--- src/rtl/mmio_uart_buffered_if.sv ---
// CPU-side MMIO bus of mmio_uart_buffered: MEM-stage address, store data,
// load/store strobes and the registered read data returned to the core.
interface mmio_uart_buffered_if;
    logic [31:0] addr;
    logic [31:0] wdata;
    logic        we;
    logic        re;
    logic [31:0] rdata;

    modport master (output addr, output wdata, output we, output re, input rdata);
    modport slave  (input addr, input wdata, input we, input re, output rdata);
endinterface

--- src/rtl/mmio_uart_buffered.sv ---
// MMIO window at 0x8000_xxxx: STATUS, RX/TX byte FIFOs, CYCLE/INSTRET counters.
// Optional RX interrupt and IRQ_EN register (0x0C) when MMIO_IRQ_EN is defined.
module mmio_uart_buffered #(
    parameter int TX_DEPTH  = 8,
    parameter int RX_DEPTH  = 8,
    parameter int CNT_WIDTH = 32
) (
    input  logic                 clk,
    input  logic                 rst,
    mmio_uart_buffered_if.slave  bus,
    input  logic                 inst_retire,
    output logic [7:0]           uart_tx_data,
    output logic                 uart_tx_valid,
    input  logic                 uart_tx_ready,
    input  logic [7:0]           uart_rx_data,
    input  logic                 uart_rx_valid,
    output logic                 uart_rx_ready,
    output logic                 irq
);
    localparam int TX_AW = $clog2(TX_DEPTH);
    localparam int RX_AW = $clog2(RX_DEPTH);

    localparam logic [7:0] OFF_STATUS  = 8'h00;
    localparam logic [7:0] OFF_RX      = 8'h04;
    localparam logic [7:0] OFF_TX      = 8'h08;
    localparam logic [7:0] OFF_CYCLE   = 8'h10;
    localparam logic [7:0] OFF_INSTRET = 8'h14;
    localparam logic [7:0] OFF_CNT_RST = 8'h18;
`ifdef MMIO_IRQ_EN
    localparam logic [7:0] OFF_IRQ     = 8'h0C;
`endif

    logic [7:0] tx_mem [TX_DEPTH];
    logic [7:0] rx_mem [RX_DEPTH];

    logic [TX_AW:0]        tx_wptr_q, tx_wptr_d, tx_rptr_q, tx_rptr_d, tx_count;
    logic [RX_AW:0]        rx_wptr_q, rx_wptr_d, rx_rptr_q, rx_rptr_d, rx_count;
    logic                  tx_ovf_q, tx_ovf_d, rx_ovf_q, rx_ovf_d;
    logic [CNT_WIDTH-1:0]  cycle_q, cycle_d, instret_q, instret_d;
    logic [31:0]           rdata_q, rdata_d;

    logic        sel, rd_en, wr_en, stat_clr, cnt_rst;
    logic [7:0]  off;
    logic        tx_full, tx_empty, tx_pop, tx_push_req, tx_push;
    logic        rx_full, rx_empty, rx_pop, rx_push;
    logic [31:0] status, rd_val;

`ifdef MMIO_IRQ_EN
    logic irq_en_q, irq_en_d, irq_q, irq_d;
`endif

    // Address bits outside the decoded fields and the upper store-data bytes are don't-care.
    logic unused_bits;
    assign unused_bits = ^{bus.addr[27:8], bus.wdata[31:8]};

    always_comb begin
        sel      = (bus.addr[31:28] == 4'h8);
        off      = bus.addr[7:0];
        rd_en    = sel & bus.re;
        wr_en    = sel & bus.we;
        stat_clr = wr_en & (off == OFF_STATUS);
        cnt_rst  = wr_en & (off == OFF_CNT_RST);

        tx_count    = tx_wptr_q - tx_rptr_q;
        tx_empty    = (tx_wptr_q == tx_rptr_q);
        tx_full     = (tx_count == (TX_AW + 1)'(TX_DEPTH));
        tx_pop      = ~tx_empty & uart_tx_ready;
        tx_push_req = wr_en & (off == OFF_TX);
        // A full FIFO still accepts a store when the UART drains a slot in the same cycle.
        tx_push     = tx_push_req & (~tx_full | tx_pop);
        tx_wptr_d   = tx_wptr_q + (TX_AW + 1)'(tx_push);
        tx_rptr_d   = tx_rptr_q + (TX_AW + 1)'(tx_pop);
        tx_ovf_d    = (tx_ovf_q & ~stat_clr) | (tx_push_req & tx_full & ~tx_pop);

        rx_count  = rx_wptr_q - rx_rptr_q;
        rx_empty  = (rx_wptr_q == rx_rptr_q);
        rx_full   = (rx_count == (RX_AW + 1)'(RX_DEPTH));
        rx_pop    = rd_en & (off == OFF_RX) & ~rx_empty;
        rx_push   = uart_rx_valid & (~rx_full | rx_pop);
        rx_wptr_d = rx_wptr_q + (RX_AW + 1)'(rx_push);
        rx_rptr_d = rx_rptr_q + (RX_AW + 1)'(rx_pop);
        rx_ovf_d  = (rx_ovf_q & ~stat_clr) | (uart_rx_valid & rx_full & ~rx_pop);

        cycle_d   = cnt_rst ? '0 : cycle_q + CNT_WIDTH'(1);
        instret_d = cnt_rst ? '0 : instret_q + CNT_WIDTH'(inst_retire);

        status = {27'h0, tx_empty, tx_ovf_q, rx_ovf_q, ~rx_empty, ~tx_full};

        case (off)
            OFF_STATUS:  rd_val = status;
            OFF_RX:      rd_val = rx_empty ? 32'h0 : {24'h0, rx_mem[rx_rptr_q[RX_AW-1:0]]};
`ifdef MMIO_IRQ_EN
            OFF_IRQ:     rd_val = {31'h0, irq_en_q};
`endif
            OFF_CYCLE:   rd_val = 32'(cycle_q);
            OFF_INSTRET: rd_val = 32'(instret_q);
            default:     rd_val = 32'h0;
        endcase

        rdata_d = rdata_q;
        if (bus.re) begin
            rdata_d = sel ? rd_val : 32'h0;
        end

`ifdef MMIO_IRQ_EN
        irq_en_d = irq_en_q;
        if (wr_en && (off == OFF_IRQ)) begin
            irq_en_d = bus.wdata[0];
        end
        irq_d = irq_en_q & (~rx_empty | rx_ovf_q);
`endif
    end

    always_ff @(posedge clk) begin
        if (rst) begin
            tx_wptr_q <= '0;
            tx_rptr_q <= '0;
            rx_wptr_q <= '0;
            rx_rptr_q <= '0;
            tx_ovf_q  <= 1'b0;
            rx_ovf_q  <= 1'b0;
            cycle_q   <= '0;
            instret_q <= '0;
            rdata_q   <= 32'h0;
`ifdef MMIO_IRQ_EN
            irq_en_q  <= 1'b0;
            irq_q     <= 1'b0;
`endif
        end else begin
            tx_wptr_q <= tx_wptr_d;
            tx_rptr_q <= tx_rptr_d;
            rx_wptr_q <= rx_wptr_d;
            rx_rptr_q <= rx_rptr_d;
            tx_ovf_q  <= tx_ovf_d;
            rx_ovf_q  <= rx_ovf_d;
            cycle_q   <= cycle_d;
            instret_q <= instret_d;
            rdata_q   <= rdata_d;
`ifdef MMIO_IRQ_EN
            irq_en_q  <= irq_en_d;
            irq_q     <= irq_d;
`endif
        end
    end

    // Storage carries no reset; the pointers alone define what is valid.
    always_ff @(posedge clk) begin
        if (tx_push) begin
            tx_mem[tx_wptr_q[TX_AW-1:0]] <= bus.wdata[7:0];
        end
        if (rx_push) begin
            rx_mem[rx_wptr_q[RX_AW-1:0]] <= uart_rx_data;
        end
    end

    assign bus.rdata     = rdata_q;
    assign uart_tx_valid = ~tx_empty;
    assign uart_tx_data  = tx_mem[tx_rptr_q[TX_AW-1:0]];
    assign uart_rx_ready = 1'b1;

`ifdef MMIO_IRQ_EN
    assign irq = irq_q;
`else
    assign irq = 1'b0;
`endif
endmodule

--- src/flat_wrapper.sv ---
// flat-port wrapper written by rule: the top's interface ports become plain ports
module mmio_uart_buffered_flat 
#(
    parameter int TX_DEPTH  = 8,
    parameter int RX_DEPTH  = 8,
    parameter int CNT_WIDTH = 32
)
  (clk, rst, inst_retire, uart_tx_data, uart_tx_valid, uart_tx_ready, uart_rx_data, uart_rx_valid, uart_rx_ready, irq, bus_addr, bus_wdata, bus_we, bus_re, bus_rdata);
  mmio_uart_buffered_if bus_i ();
  input  logic clk;
  input  logic rst;
  input  logic inst_retire;
  output logic [7:0] uart_tx_data;
  output logic uart_tx_valid;
  input  logic uart_tx_ready;
  input  logic [7:0] uart_rx_data;
  input  logic uart_rx_valid;
  output logic uart_rx_ready;
  output logic irq;
  input wire logic [$bits(bus_i.addr)-1:0] bus_addr;
  input wire logic [$bits(bus_i.wdata)-1:0] bus_wdata;
  input wire logic [$bits(bus_i.we)-1:0] bus_we;
  input wire logic [$bits(bus_i.re)-1:0] bus_re;
  output wire logic [$bits(bus_i.rdata)-1:0] bus_rdata;
  assign bus_i.addr = bus_addr;
  assign bus_i.wdata = bus_wdata;
  assign bus_i.we = bus_we;
  assign bus_i.re = bus_re;
  assign bus_rdata = bus_i.rdata;
  mmio_uart_buffered #(.TX_DEPTH(TX_DEPTH), .RX_DEPTH(RX_DEPTH), .CNT_WIDTH(CNT_WIDTH)) u_core (.clk(clk), .rst(rst), .bus(bus_i), .inst_retire(inst_retire), .uart_tx_data(uart_tx_data), .uart_tx_valid(uart_tx_valid), .uart_tx_ready(uart_tx_ready), .uart_rx_data(uart_rx_data), .uart_rx_valid(uart_rx_valid), .uart_rx_ready(uart_rx_ready), .irq(irq));
endmodule
--- config.mk ---
export PLATFORM = sky130hd
export DESIGN_NAME = mmio_uart_buffered_flat
export DESIGN_NICKNAME = d
export VERILOG_FILES = /design/src/rtl/mmio_uart_buffered_if.sv /design/src/rtl/mmio_uart_buffered.sv /design/src/flat_wrapper.sv
export SDC_FILE = /design/constraint.sdc
export NUM_CORES = 1
export LEC_CHECK = 0
export CELL_PAD_IN_SITES_DETAIL_PLACEMENT = 0
export CELL_PAD_IN_SITES_GLOBAL_PLACEMENT = 1
export CORE_ASPECT_RATIO = 0.75
export CORE_MARGIN = 2
export CORE_UTILIZATION = 40
export DETAILED_ROUTE_END_ITERATION = 12
export PLACE_DENSITY_LB_ADDON = 0.2
export SYNTH_ARGS = -nofsm -noshare
export SYNTH_HDL_FRONTEND = slang
export SYNTH_SLANG_ARGS = --single-unit
--- constraint.sdc ---
create_clock -name clk -period 4.4 [get_ports clk]
set_input_delay 1.32 -clock clk [delete_from_list [all_inputs] [get_ports clk]]
set_output_delay 1.32 -clock clk [all_outputs]
set_load 0.05 [all_outputs]
==> out/results.ini <==
[run_status]
status = finished clean

[drt]
first_pass_iters = 5
drt-total-wl_um = 23300
drt-initial-drc-count = 403
post-route-drc-count = 0
antenna_left = 0
routedWlPerCell_um = 17.6
viasPerCell = 5.08
vias = 6761

[global_route]
grt_overflow = 0
grt_pass1_vias = 6485
globalRouteTotalUtil_pct = 17.2
grt_pass1_wl_um = 36500
grt_max_degree = 65
antenna_found_initial = 0

[cts]
cts_setup_buffers = 0
cts_buffers = 26
cts.clk_slew.worst_paths_ns = 0.06
cts.path.max_buffers = 3
clock_latency_ns = 0.52
cts_tree = done
clock-sinks = 242
h-tree-depth = 1
cts_hold_buf = 0
post_cts_resized = 0
clockRootBuffer = clkbuf_16

[run]
max_cap_viol_count = 0

[worst_setup_path]
arrival_ns = 2.65
critical_path_class = register to output pin
startpoint_type = register
cp_max_fo = 18
cp_data_required_time_ns = 3.08
endpoint_kind = output pin

[placed_design]
dp_hpwl_um = 15500
routabilityCongestion = 0.748
io_buffers = 75

[yosys]
ys_types = 55
synth_edf_count = 128
synth_seq_cells = 242
synth_flop_cell = edfxtp_1
syn_nets = 962
synthArstFlopShare_pct = 0
syn-mean-instance-area_sq_um = 12.0
synth_warnings = 0
seq_area_frac_synth_pct = 59.1
synth_cells = 866
synth.cell_area_sq_um = 10400

[floorplan]
std_cell_rows = 51
ioPinCount = 122
die_y_um = 143
core-area_sq_um = 25700
start_util_pct = 40.3
dieWidth_um = 190
die_area_sq_um = 27200

[sta]
finalSetupViolCount = 0
worst_pin_slew_ns = 0.687
skew_ns = 0.00851
fin_tns_setup_ns = 0
hold_slack_ns = 0.484
max_freq_mhz = 252
period_share_pct = 90.2
relSlewSlack_pct = 54.1
final-max-slew-violation-count = 0
period_minus_slack_ns = 3.97
hold_viol_final = 0
rsz0062_at_grt = no

[power_and_ir_drop]
peakVddDrop_mv = 0.331
p_leak_nw = 4.24
powerDensity_nw_per_um2 = 389

[layout]
antenna-diode-count = 0
syn_to_final_growth_pct = 21.3
fill_cells = 2306
fin_nets = 1062
final_layout_size_suffix_gt1_share_pct = 15.2

[hold_path]
hp-class = register to register

-- sequential cells by signal, summed over array words and instances (netlist names) --
register / cells
u_core.rx_mem: 64
u_core.tx_mem: 64
u_core.bus.rdata: 32
u_core.cycle_q: 32
u_core.instret_q: 32
u_core.rx_rptr_q: 4
u_core.rx_wptr_q: 4
u_core.tx_rptr_q: 4
u_core.tx_wptr_q: 4
u_core.rx_ovf_q: 1
u_core.tx_ovf_q: 1
-- metal layers --
layer | up-vias | track usage (%) | wire, um
li1 | 3351 | - | -
met1 | 3248 | 27.1 | 12400
met2 | 134 | 24.9 | 9600
met3 | 28 | 2.76 | 1050
met4 | 0 | 3.06 | 344
met5 | - | 0 | 0
-- power by group --
group / switching [mW] / internal, mW
clock network: 0.891 / 1.43
logic: 0.0956 / 0.0668
registers: 0.0113 / 2.40
total: 0.998 / 3.90
-- cells in the final DEF, fill, tap and decap left out, types with 6 or more instances in the layout --
cell type and instances:
mux4_2 32, bufinv_16 6, o21ai_0 16, dfxtp_1 114, ha_1 17, nor2b_1 11
and3_1 11, xor2_1 21, nand2_1 89, a21oi_1 15, a22oi_1 29, edfxtp_1 128
nand4_1 16, clkdlybuf4s50_1 73, mux2_2 24, inv_1 20, nor4_1 14, xnor2_1 38
nand3_1 35, clkbuf_16 26, nor3_1 25, nor2_1 103, buf_4 37, or3_1 13
-- Yosys cell counts, drive strengths merged (5+ instances only) --
cell type	instances	area, sq um
clkbuf	25	93.8
nand4	16	100
nand3	35	175
nand2	90	338
nand2b	5	31.3
a221oi	5	43.8
nor2b	11	68.8
mux4	32	721
a21oi	15	75.1
nor3	25	125
inv	20	75.1
mux2	24	270
xnor2	38	333
and3	12	80.1
xor2	21	184
a22oi	29	218
or3	13	81.3
ha	17	213
nor2	103	387
buf	16	87.6
edfxtp	128	3840
dfxtp	114	2280
nor4	16	113
o21ai	16	80.1
-- cell type report --
class	count	area, sq um	area share (%)
Sequential cell	242	6130	48.7
Clock buffer	28	658	5.23
Multi-Input combinational cell	561	3980	31.7
Clock inverter	20	264	2.10
Tap cell	344	430	3.42
Inverter	22	82.6	0.656
Timing Repair Buffer	113	1040	8.25
-- worst max-delay path, cell delays in order (launching register included) --
cell and delay (ns):
dfxtp_1 0.30, buf_4 0.32, ha_1 0.31, nand3_1 0.10
nand2b_1 0.23, clkdlybuf4s50_1 0.84
-- kinds of logic after synthesis --
family          synth area share, %
simple gates                   16.2
flops                          59.1
compound gates                 5.03
buf+inv                        2.55
xor+xnor                       5.21
mux                            9.84
fa+ha+maj                      2.05
other cells                  0.0724
-- per-stage QoR --
step	util (%)	setup slack, ns	total power [mW]	std cells	cell area (sq um)
after floorplan	-	0.559	2.54	866	10400
after global placement	45.3	0.341	2.62	1282	11700
after detailed placement	45.3	0.351	2.62	1282	11700
after CTS	48.9	0.348	4.95	1330	12600
after global routing	48.9	0.244	5.07	1330	12600
final	48.9	0.433	4.89	1330	12600
-- final timing paths --
kind | start | cells after the start | slack, ns | endpoint
min | u_core.cycle_q[0] | 1 | 0.48 | u_core.cycle_q[0]
max reg2reg | u_core.rx_rptr_q[1] | 12 | 1.21 | u_core.rx_wptr_q[2]
min reg2reg | u_core.cycle_q[0] | 1 | 0.48 | u_core.cycle_q[0]
max | u_core.tx_rptr_q[0] | 5 | 0.43 | uart_tx_valid
Note: power is estimated with default switching activity, not from simulation.
